===== config.mk =====
export PLATFORM = sky130hd
export DESIGN_NAME = mem_stage_lsu_flat
export DESIGN_NICKNAME = d
export VERILOG_FILES = /design/src/rtl/mem_stage_lsu_if.sv /design/src/rtl/mem_stage_lsu.sv /design/src/flat_wrapper.sv
export SDC_FILE = /design/constraint.sdc
export NUM_CORES = 1
export LEC_CHECK = 0
export BUFFER_PORTS_ARGS = -buffer_cell sky130_fd_sc_hd__buf_2
export CORE_MARGIN = 8
export CORE_UTILIZATION = 53
export DETAILED_ROUTE_END_ITERATION = 16
export PLACE_DENSITY = 0.84
export SLEW_MARGIN = 30
export SYNTH_ARGS = -nofsm -noshare
export SYNTH_HDL_FRONTEND = slang
export SYNTH_SLANG_ARGS = --single-unit

===== constraint.sdc =====
create_clock -name Clk -period 5.8 [get_ports Clk]
set_input_delay 0.87 -clock Clk [delete_from_list [all_inputs] [get_ports Clk]]
set_output_delay 0.87 -clock Clk [all_outputs]
set_load 0.1 [all_outputs]

===== src/rtl/mem_stage_lsu_if.sv =====
// Data-memory request/grant/response bus between the MEM-stage LSU and the data memory.
interface mem_stage_lsu_if;
    logic        Dmem_Req;
    logic        Dmem_We;
    logic [31:0] Dmem_Addr;
    logic [31:0] Dmem_Wdata;
    logic [3:0]  Dmem_Be;
    logic        Dmem_Gnt;
    logic        Dmem_Rvalid;
    logic [31:0] Dmem_Rdata;

    modport master (
        output Dmem_Req, Dmem_We, Dmem_Addr, Dmem_Wdata, Dmem_Be,
        input  Dmem_Gnt, Dmem_Rvalid, Dmem_Rdata
    );
    modport slave (
        input  Dmem_Req, Dmem_We, Dmem_Addr, Dmem_Wdata, Dmem_Be,
        output Dmem_Gnt, Dmem_Rvalid, Dmem_Rdata
    );
endinterface


===== src/rtl/mem_stage_lsu.sv =====
// MEM-stage load/store unit: launches one data-memory access per instruction, stalls the
// pipeline while it is in flight, and aligns/extends load data for the MEM/WB register.
module mem_stage_lsu #(
    parameter int TIMEOUT_CYC = 16
) (
    input  logic                 Clk,
    input  logic                 Reset,
    input  logic                 Valid_MEM,
    input  logic                 Load_MEM,
    input  logic                 Store_MEM,
    input  logic [2:0]           Funct3_MEM,
    input  logic [31:0]          Alu_Out_MEM,
    input  logic [31:0]          Store_Data_MEM,
    mem_stage_lsu_if.master      dmem,
    output logic [31:0]          Loaded_Data_MEM,
    output logic                 Stall_MEM,
    output logic                 Misaligned_MEM,
    output logic                 Timeout_MEM
);
    localparam int CW = $clog2(TIMEOUT_CYC + 1);
    localparam logic [CW-1:0] CNT_LAST = CW'(TIMEOUT_CYC - 1);

    typedef enum logic [1:0] {IDLE, REQ, WAIT_RSP, DONE} state_t;

    state_t        state;
    logic [CW-1:0] cnt;
    logic [1:0]    off_q;
    logic [2:0]    f3_q;
    logic          ld_q;

    logic       is_op, sz_b, sz_h, misal, start;
    logic [3:0] be_c;
    logic [31:0] wd_c;

    // Size comes from funct3[1:0]; the unsigned bit (funct3[2]) only matters for loads.
    always_comb begin
        is_op = Valid_MEM & (Load_MEM | Store_MEM);
        sz_b  = (Funct3_MEM[1:0] == 2'b00);
        sz_h  = (Funct3_MEM[1:0] == 2'b01);
        misal = sz_h ? Alu_Out_MEM[0] : (!sz_b && (Alu_Out_MEM[1:0] != 2'b00));
        start = is_op & ~misal;
        be_c  = 4'b1111;
        wd_c  = Store_Data_MEM;
        if (!Load_MEM) begin
            if (sz_b) begin
                be_c = 4'b0001 << Alu_Out_MEM[1:0];
                wd_c = {4{Store_Data_MEM[7:0]}};
            end else if (sz_h) begin
                be_c = Alu_Out_MEM[1] ? 4'b1100 : 4'b0011;
                wd_c = {2{Store_Data_MEM[15:0]}};
            end
        end
    end

    assign Stall_MEM      = ~Reset & (((state == IDLE) & start) | (state == REQ) | (state == WAIT_RSP));
    assign Misaligned_MEM = ~Reset & (state == IDLE) & is_op & misal;

    function automatic logic [31:0] fmt(input logic [31:0] raw, input logic [1:0] off,
                                        input logic [2:0] f3);
        logic [31:0] s;
        s = raw >> {off, 3'b000};
        case (f3)
            3'b000:  fmt = {{24{s[7]}}, s[7:0]};
            3'b100:  fmt = {24'd0, s[7:0]};
            3'b001:  fmt = {{16{s[15]}}, s[15:0]};
            3'b101:  fmt = {16'd0, s[15:0]};
            default: fmt = s;
        endcase
    endfunction

    always_ff @(posedge Clk or posedge Reset) begin
        if (Reset) begin
            state           <= IDLE;
            cnt             <= '0;
            off_q           <= '0;
            f3_q            <= '0;
            ld_q            <= 1'b0;
            dmem.Dmem_Req   <= 1'b0;
            dmem.Dmem_We    <= 1'b0;
            dmem.Dmem_Addr  <= '0;
            dmem.Dmem_Wdata <= '0;
            dmem.Dmem_Be    <= '0;
            Loaded_Data_MEM <= '0;
            Timeout_MEM     <= 1'b0;
        end else begin
            case (state)
                IDLE: begin
                    cnt         <= '0;
                    Timeout_MEM <= 1'b0;
                    if (start) begin
                        state           <= REQ;
                        dmem.Dmem_Req   <= 1'b1;
                        dmem.Dmem_We    <= ~Load_MEM;
                        dmem.Dmem_Addr  <= {Alu_Out_MEM[31:2], 2'b00};
                        dmem.Dmem_Be    <= be_c;
                        dmem.Dmem_Wdata <= wd_c;
                        off_q           <= Alu_Out_MEM[1:0];
                        f3_q            <= Funct3_MEM;
                        ld_q            <= Load_MEM;
                    end
                end
                // A grant or response in the final budget cycle still completes normally.
                REQ: begin
                    if (dmem.Dmem_Gnt) begin
                        dmem.Dmem_Req <= 1'b0;
                        state         <= ld_q ? WAIT_RSP : DONE;
                        cnt           <= cnt + 1'b1;
                    end else if (cnt >= CNT_LAST) begin
                        dmem.Dmem_Req   <= 1'b0;
                        state           <= DONE;
                        Loaded_Data_MEM <= '0;
                        Timeout_MEM     <= 1'b1;
                    end else begin
                        cnt <= cnt + 1'b1;
                    end
                end
                WAIT_RSP: begin
                    if (dmem.Dmem_Rvalid) begin
                        Loaded_Data_MEM <= fmt(dmem.Dmem_Rdata, off_q, f3_q);
                        state           <= DONE;
                    end else if (cnt >= CNT_LAST) begin
                        state           <= DONE;
                        Loaded_Data_MEM <= '0;
                        Timeout_MEM     <= 1'b1;
                    end else begin
                        cnt <= cnt + 1'b1;
                    end
                end
                default: begin
                    state       <= IDLE;
                    cnt         <= '0;
                    Timeout_MEM <= 1'b0;
                end
            endcase
        end
    end
endmodule

===== src/flat_wrapper.sv =====
// flat-port wrapper written by rule: the top's interface ports become plain ports
module mem_stage_lsu_flat 
#(
    parameter int TIMEOUT_CYC = 16
)
  (Clk, Reset, Valid_MEM, Load_MEM, Store_MEM, Funct3_MEM, Alu_Out_MEM, Store_Data_MEM, Loaded_Data_MEM, Stall_MEM, Misaligned_MEM, Timeout_MEM, dmem_Dmem_Req, dmem_Dmem_We, dmem_Dmem_Addr, dmem_Dmem_Wdata, dmem_Dmem_Be, dmem_Dmem_Gnt, dmem_Dmem_Rvalid, dmem_Dmem_Rdata);
  mem_stage_lsu_if dmem_i ();
  input  logic Clk;
  input  logic Reset;
  input  logic Valid_MEM;
  input  logic Load_MEM;
  input  logic Store_MEM;
  input  logic [2:0] Funct3_MEM;
  input  logic [31:0] Alu_Out_MEM;
  input  logic [31:0] Store_Data_MEM;
  output logic [31:0] Loaded_Data_MEM;
  output logic Stall_MEM;
  output logic Misaligned_MEM;
  output logic Timeout_MEM;
  output wire logic [$bits(dmem_i.Dmem_Req)-1:0] dmem_Dmem_Req;
  output wire logic [$bits(dmem_i.Dmem_We)-1:0] dmem_Dmem_We;
  output wire logic [$bits(dmem_i.Dmem_Addr)-1:0] dmem_Dmem_Addr;
  output wire logic [$bits(dmem_i.Dmem_Wdata)-1:0] dmem_Dmem_Wdata;
  output wire logic [$bits(dmem_i.Dmem_Be)-1:0] dmem_Dmem_Be;
  input wire logic [$bits(dmem_i.Dmem_Gnt)-1:0] dmem_Dmem_Gnt;
  input wire logic [$bits(dmem_i.Dmem_Rvalid)-1:0] dmem_Dmem_Rvalid;
  input wire logic [$bits(dmem_i.Dmem_Rdata)-1:0] dmem_Dmem_Rdata;
  assign dmem_Dmem_Req = dmem_i.Dmem_Req;
  assign dmem_Dmem_We = dmem_i.Dmem_We;
  assign dmem_Dmem_Addr = dmem_i.Dmem_Addr;
  assign dmem_Dmem_Wdata = dmem_i.Dmem_Wdata;
  assign dmem_Dmem_Be = dmem_i.Dmem_Be;
  assign dmem_i.Dmem_Gnt = dmem_Dmem_Gnt;
  assign dmem_i.Dmem_Rvalid = dmem_Dmem_Rvalid;
  assign dmem_i.Dmem_Rdata = dmem_Dmem_Rdata;
  mem_stage_lsu #(.TIMEOUT_CYC(TIMEOUT_CYC)) u_core (.Clk(Clk), .Reset(Reset), .Valid_MEM(Valid_MEM), .Load_MEM(Load_MEM), .Store_MEM(Store_MEM), .Funct3_MEM(Funct3_MEM), .Alu_Out_MEM(Alu_Out_MEM), .Store_Data_MEM(Store_Data_MEM), .dmem(dmem_i), .Loaded_Data_MEM(Loaded_Data_MEM), .Stall_MEM(Stall_MEM), .Misaligned_MEM(Misaligned_MEM), .Timeout_MEM(Timeout_MEM));
endmodule

# Word level (Yosys, flattened, before mapping)

Cells that the tools add are included.

Bits in latches: 0
Bits of input ports: 106
Output and inout port bits: 105
RAM bits: 0
Memory bits (read-only): 0
Register bits after elaboration: 114
Word-level logic and storage cells: 82
Memories kept: 0

Shifts and indexed selects: 2
Eq/ne operators: 10
Multiply operators: 0
Divide/modulo/power cells: 0
Bitwise logic cells: 13
Multiplexer cells: 31
Reductions and logical operators: 12
Order comparisons: 1
$add $sub $neg: 1

Operators by type and width:

| operator                                                           | number |
|---|---|
| two-way mux 32 bit                                                 | 6 |
| one-hot mux 32 bit (4 select lines)                                | 1 |
| one-hot mux 32 bit (2 select lines)                                | 1 |
| >> shifter 32 x 5 -> 32 bit                                        | 1 |
| two-way mux 4 bit                                                  | 4 |
| two-way mux 5 bit                                                  | 3 |
| one-hot mux 5 bit (2 select lines)                                 | 1 |
| two-way mux 1 bit                                                  | 8 |
| two-way mux 2 bit                                                  | 4 |
| AND 1 bit                                                          | 7 |
| == test 3 bit (second input constant)                              | 2 |
| one-hot mux 2 bit (3 select lines)                                 | 1 |
| AND reduction 2 bit                                                | 3 |
| nonzero test 2 bit                                                 | 3 |
| adder 5 x 1 -> 5 bit (second input constant)                       | 1 |
| greater-or-equal comparator 5 x 4 -> 1 bit (second input constant) | 1 |
| == test 2 x 1 -> 1 bit (second input constant)                     | 2 |
| logical NOT 2 bit                                                  | 2 |
| inequality test 2 bit (second input constant)                      | 2 |
| one-hot mux 1 bit (2 select lines)                                 | 2 |
| left shift 1 x 2 -> 4 bit (first input constant)                   | 1 |
| == test 3 x 1 -> 1 bit (second input constant)                     | 1 |
| logical NOT 3 bit                                                  | 1 |
| inequality test 3 bit (second input constant)                      | 1 |
| 7 further kinds                                                    | 11 |

# Logic depth before layout (Yosys ltp)

Depth in word-level cells: 10
Gate-level depth with buffers: 8
Depth with buffers taken out: 7

# Least setup slack after synthesis

OpenSTA, ideal clock, no wires.

Path kind: input-to-output
Start: input port Funct3_MEM[1]
End: output port Stall_MEM
Required time: 4930 ps
Arrival time: 3499 ps
Slack: 1431 ps
Path buffers: 3
Stages on the path: 6
Cell sequence: clkbuf_1 -> o21a_1 -> or3_1 -> buf_2 -> buf_1 -> a21oi_1

Word-level cells in the longest chain between the ends: 10
Elaborated cells between the ends (all ways): 11
Classes of those cells: eq/ne: 1; mux: 1; bitwise: 6; reduce/logical: 3

RTL lines:

| what                    | RTL line            | text |
|---|---|---|
| start: declaration      | flat_wrapper.sv:13  | `input logic [2:0] Funct3_MEM;` |
| logical NOT 2 bit       | mem_stage_lsu.sv:38 | `sz_b = (Funct3_MEM[1:0] == 2'b00);` |
| logical NOT 1 bit       | mem_stage_lsu.sv:40 | `misal = sz_h ? Alu_Out_MEM[0] : (!sz_b && (Alu_Out_MEM[1:0] != 2'b00));` |
| logical AND 1 bit       | mem_stage_lsu.sv:40 |  |
| two-way mux 1 bit *     | mem_stage_lsu.sv:40 |  |
| NOT 1 bit *             | mem_stage_lsu.sv:41 | `start = is_op & ~misal;` |
| AND 1 bit *             | mem_stage_lsu.sv:41 |  |
| AND 1 bit *             | mem_stage_lsu.sv:55 | `assign Stall_MEM = ~Reset & (((state == IDLE) & start) \| (state == REQ) \| (state == WAIT_RSP));` |
| OR 1 bit * (2 in a row) | mem_stage_lsu.sv:55 |  |
| AND 1 bit *             | mem_stage_lsu.sv:55 |  |
| end: declaration        | flat_wrapper.sv:17  | `output logic Stall_MEM;` |

Mark *: on every way between the ends. The rest lies on a longest branch, timed or not.

# Final worst setup path

Start: register u_core.state[0]
End: output port Stall_MEM

Word-level cells in the longest chain between the ends: 5
Elaborated cells between the ends (all ways): 7
Classes of those cells: eq/ne: 2; bitwise: 4; reduce/logical: 1

RTL lines:

| what                     | RTL line             | text |
|---|---|---|
| start: declaration       | mem_stage_lsu.sv:25  | `state_t state;` |
| start signal: assignment | mem_stage_lsu.sv:106 | `state <= ld_q ? WAIT_RSP : DONE;` |
| logical NOT 2 bit        | mem_stage_lsu.sv:55  |  |
| AND 1 bit                | mem_stage_lsu.sv:55  |  |
| OR 1 bit                 | mem_stage_lsu.sv:55  |  |
| OR 1 bit *               | mem_stage_lsu.sv:55  |  |
| AND 1 bit *              | mem_stage_lsu.sv:55  |  |

Marks and branches as above.

==> insert_results.sql <==
INSERT INTO impl_metrics (metric_group, metric, value, unit) VALUES
('synthesis', 'synth_adder_area_share', '1.610', '%'),
('synthesis', 'synthArstFlopShare', '100.0', '%'),
('sta', 'timing.setup.tns', '0', 'ps'),
('place', 'post_dp_cell_area', '0.006541', 'sq mm'),
('critical_path', 'endpoint_kind_of_the_worst_setup_timing_path', 'primary output', ''),
('cts', 'cts_made_buffers', '17', ''),
('synthesis', 'synth.most_common_cell', 'sky130_fd_sc_hd__nand2_1', ''),
('grt', 'vias_in_the_first_global_route', '5275', ''),
('critical_path', 'crit_type', 'reg2out', ''),
('layout', 'nets', '887', ''),
('synthesis', 'compound_gate_fraction_of_synth_area', '14.75', '%'),
('routing', 'route.antenna.remaining_nets', '0', ''),
('sta', 'timing.final.setup_violations', '0', ''),
('sta', 'rsz_0062_raised_after_global_routing', 'false', ''),
('synthesis', 'synthesized_instance_count', '578', ''),
('synthesis', 'post-synth-top-area-fraction', '52.45', '%'),
('sta', 'report.final.slew_viol_count', '0', ''),
('place', 'place.port_buffers', '208', ''),
('floorplan', 'start_util', '53.65', '%'),
('routing', 'avgRoutedWirePerCell', '17.38', 'um'),
('sta', 'timing_worst_slew_pin_value', '932.6', 'ps'),
('layout', 'area_delta_synth_final', '30.37', '%'),
('cts', 'clk_path_buf_depth', '2', ''),
('floorplan', 'floorplan.die.height', '117.3', 'um'),
('cts', 'cts_tree', 'built', ''),
('critical_path', 'worst_setup_path_start_kind', 'flop', ''),
('routing', 'via_count', '5038', ''),
('place', 'finalWeightedCongestion', '0.8526', ''),
('synthesis', 'synth_cell_types', '46', ''),
('routing', 'drt_pass1_iterations', '5', ''),
('sta', 'period_share', '58.30', '%'),
('routing', 'routed_via_density', '5.476', ''),
('cts', 'clock_latency', '500', 'ps'),
('grt', 'grt-ovfl-total', '0', ''),
('synthesis', 'yosys_register_bits', '114', ''),
('layout', 'postLayoutCoreUtil', '69.94', '%'),
('job', 'drv_cap', '0', ''),
('floorplan', 'floorplan.io_pins', '211', ''),
('floorplan', 'die_width', '117.3', 'um'),
('synthesis', 'largest_family_of_logic_cells_by_synthesized_area', 'simple AND/OR/NAND/NOR gates', ''),
('synthesis', 'post_synthesis_share_of_cell_area_spent_on_and_or_nand_and_nor_gates', '18.40', '%'),
('outcome', 'status', 'finished, final reports clean', ''),
('layout', 'nFillCells', '726', ''),
('layout', 'postLayoutCellArea', '0.007091', 'sq mm'),
('cts', 'clock_sinks', '114', ''),
('grt', 'total_routing_usage_reported_by_global_routing', '22.83', '%'),
('synthesis', 'synth_largest_area_cell', 'sky130_fd_sc_hd__dfrtp_1', ''),
('sta', 'final_critical_period', '3381', 'ps'),
('synthesis', 'xor_xnor_portion_of_the_synthesized_cell_area', '0', '%'),
('routing', 'drc', '0', ''),
('synthesis', 'synth_top_cells_by_count', 'sky130_fd_sc_hd__nand2_1 (183), sky130_fd_sc_hd__dfrtp_1 (114), sky130_fd_sc_hd__o21ai_1 (42)', ''),
('critical_path', 'cp.arrival', '2510', 'ps'),
('grt', 'grt_start_max_net_pins', '94', ''),
('sta', 'finalClockSkew', '5.357', 'ps'),
('synthesis', 'post_synth_instance_area', '0.005439', 'sq mm'),
('routing', 'drt_iter0_drc', '414', ''),
('sta', 'slew_headroom', '37.49', '%'),
('cts', 'cts-hold-fix-buffers', '0', ''),
('place', 'estimated_wirelength_of_the_detail_placed_design', '11730', 'um'),
('layout', 'drive_above_1_share', '33.55', '%'),
('synthesis', 'synth-warning-count', '0', ''),
('critical_path', 'required', '4930', 'ps'),
('synthesis', 'count_of_flip_flops_with_a_built_in_enable_after_synthesis', '0', ''),
('floorplan', 'fp-row-count', '37', ''),
('grt', 'first_pass_grt_wire_length', '25870', 'um'),
('synthesis', 'avgSynthCellArea', '9.410', 'sq um'),
('cts', 'clkSlewWorstSetupHoldPaths', '50', 'ps'),
('layout', 'antenna_fix_cells', '0', ''),
('cts', 'resize_count_post_cts', '0', ''),
('synthesis', 'synth.area.top_cells', 'sky130_fd_sc_hd__dfrtp_1 (52%), sky130_fd_sc_hd__nand2_1 (13%), sky130_fd_sc_hd__mux2i_1 (7.2%)', ''),
('synthesis', 'yosysSeqAreaShare', '52.45', '%');
[routing by layer]
metal	global-route usage, %	vias up	share of wire, %
met5	0	-	0
met4	10.06	0	2.4
met3	9.928	38	10
met2	37.01	257	48
met1	25.60	2373	40
li1	-	2370	-
[layout by cell type, fill, tap and decap left out, types with 5 or more instances in the layout]
master                        n
sky130_fd_sc_hd__clkbuf_16   16
sky130_fd_sc_hd__clkbuf_8     7
sky130_fd_sc_hd__mux2_2       9
sky130_fd_sc_hd__o21a_1       5
sky130_fd_sc_hd__a221o_1     16
sky130_fd_sc_hd__nand2_1    183
sky130_fd_sc_hd__nor2_1      18
sky130_fd_sc_hd__mux2i_1     39
sky130_fd_sc_hd__nand3b_1     8
sky130_fd_sc_hd__a21oi_1     20
sky130_fd_sc_hd__dfrtp_1    113
sky130_fd_sc_hd__ha_1         7
sky130_fd_sc_hd__nor2b_1      8
sky130_fd_sc_hd__a31oi_1      5
sky130_fd_sc_hd__buf_2      208
sky130_fd_sc_hd__o21ai_0     23
sky130_fd_sc_hd__o21ai_1     42
[worst max-delay path, stage by stage, from the launching register on]
cell,delay [ps]
sky130_fd_sc_hd__dfrtp_1,400
sky130_fd_sc_hd__inv_1,130
sky130_fd_sc_hd__ha_1,250
sky130_fd_sc_hd__o211ai_1,190
sky130_fd_sc_hd__or3_2,480
sky130_fd_sc_hd__a21oi_1,140
sky130_fd_sc_hd__buf_2,430
[registers in the layout, summed over array words and instances, names as in the netlist]
| name | cells |
|---|---|
| u_core.dmem.Dmem_Req | 1 |
| u_core.dmem.Dmem_We | 1 |
| u_core.dmem.Dmem_Be | 4 |
| u_core.dmem.Dmem_Addr | 30 |
| u_core.Timeout_MEM | 1 |
| u_core.f3_q | 3 |
| u_core.dmem.Dmem_Wdata | 32 |
| u_core.Loaded_Data_MEM | 32 |
| u_core.off_q | 2 |
| u_core.cnt | 5 |
| u_core.state | 2 |
| u_core.ld_q | 1 |
[cells by family after synthesis]
group                    Yosys count
other                              1
AO/OA/AOI/OAI                    129
flip-flops                       114
adder cells (fa/ha/maj)            7
buffers and inverters             42
AND/OR/NAND/NOR                  236
multiplexers                      49
[area by class of cell]
| cell class | count | area share, % |
|---|---|---|
| inverter | 5 | 0.3000 |
| multi-input combinational | 423 | 34.29 |
| tap | 136 | 2.400 |
| sequential | 114 | 40.25 |
| clock buffer | 24 | 7.058 |
| clock inverter | 5 | 0.3882 |
| timing repair buffer | 213 | 15.32 |
[path summary, 6_finish.rpt]
| path | start | to | slack (ps) | cells after the start |
|---|---|---|---|---|
| max | u_core.state[0] | Stall_MEM | 2420 | 6 |
| min in group Clk | u_core.dmem.Dmem_Addr[29] | u_core.dmem.Dmem_Addr[29] | 470 | 2 |
| min reg2reg | u_core.dmem.Dmem_Addr[29] | u_core.dmem.Dmem_Addr[29] | 470 | 2 |
| min | Reset | u_core.dmem.Dmem_Req | 440 | 2 |
| max reg2reg | u_core.state[1] | u_core.Loaded_Data_MEM[22] | 3230 | 6 |
| max in group asynchronous | Reset | u_core.off_q[1] | 4320 | 3 |
[per-stage QoR]
| stage | worst slack, ps | std cells |
|---|---|---|
| floorplan | 1431 | 579 |
| global placement | 2501 | 890 |
| detailed placement | 2485 | 890 |
| CTS | 2401 | 919 |
| global route | 2273 | 920 |
| finish | 2419 | 920 |
Power is not shown: default switching activity piles up to over one toggle a cycle in this logic, so the estimate is an artifact.
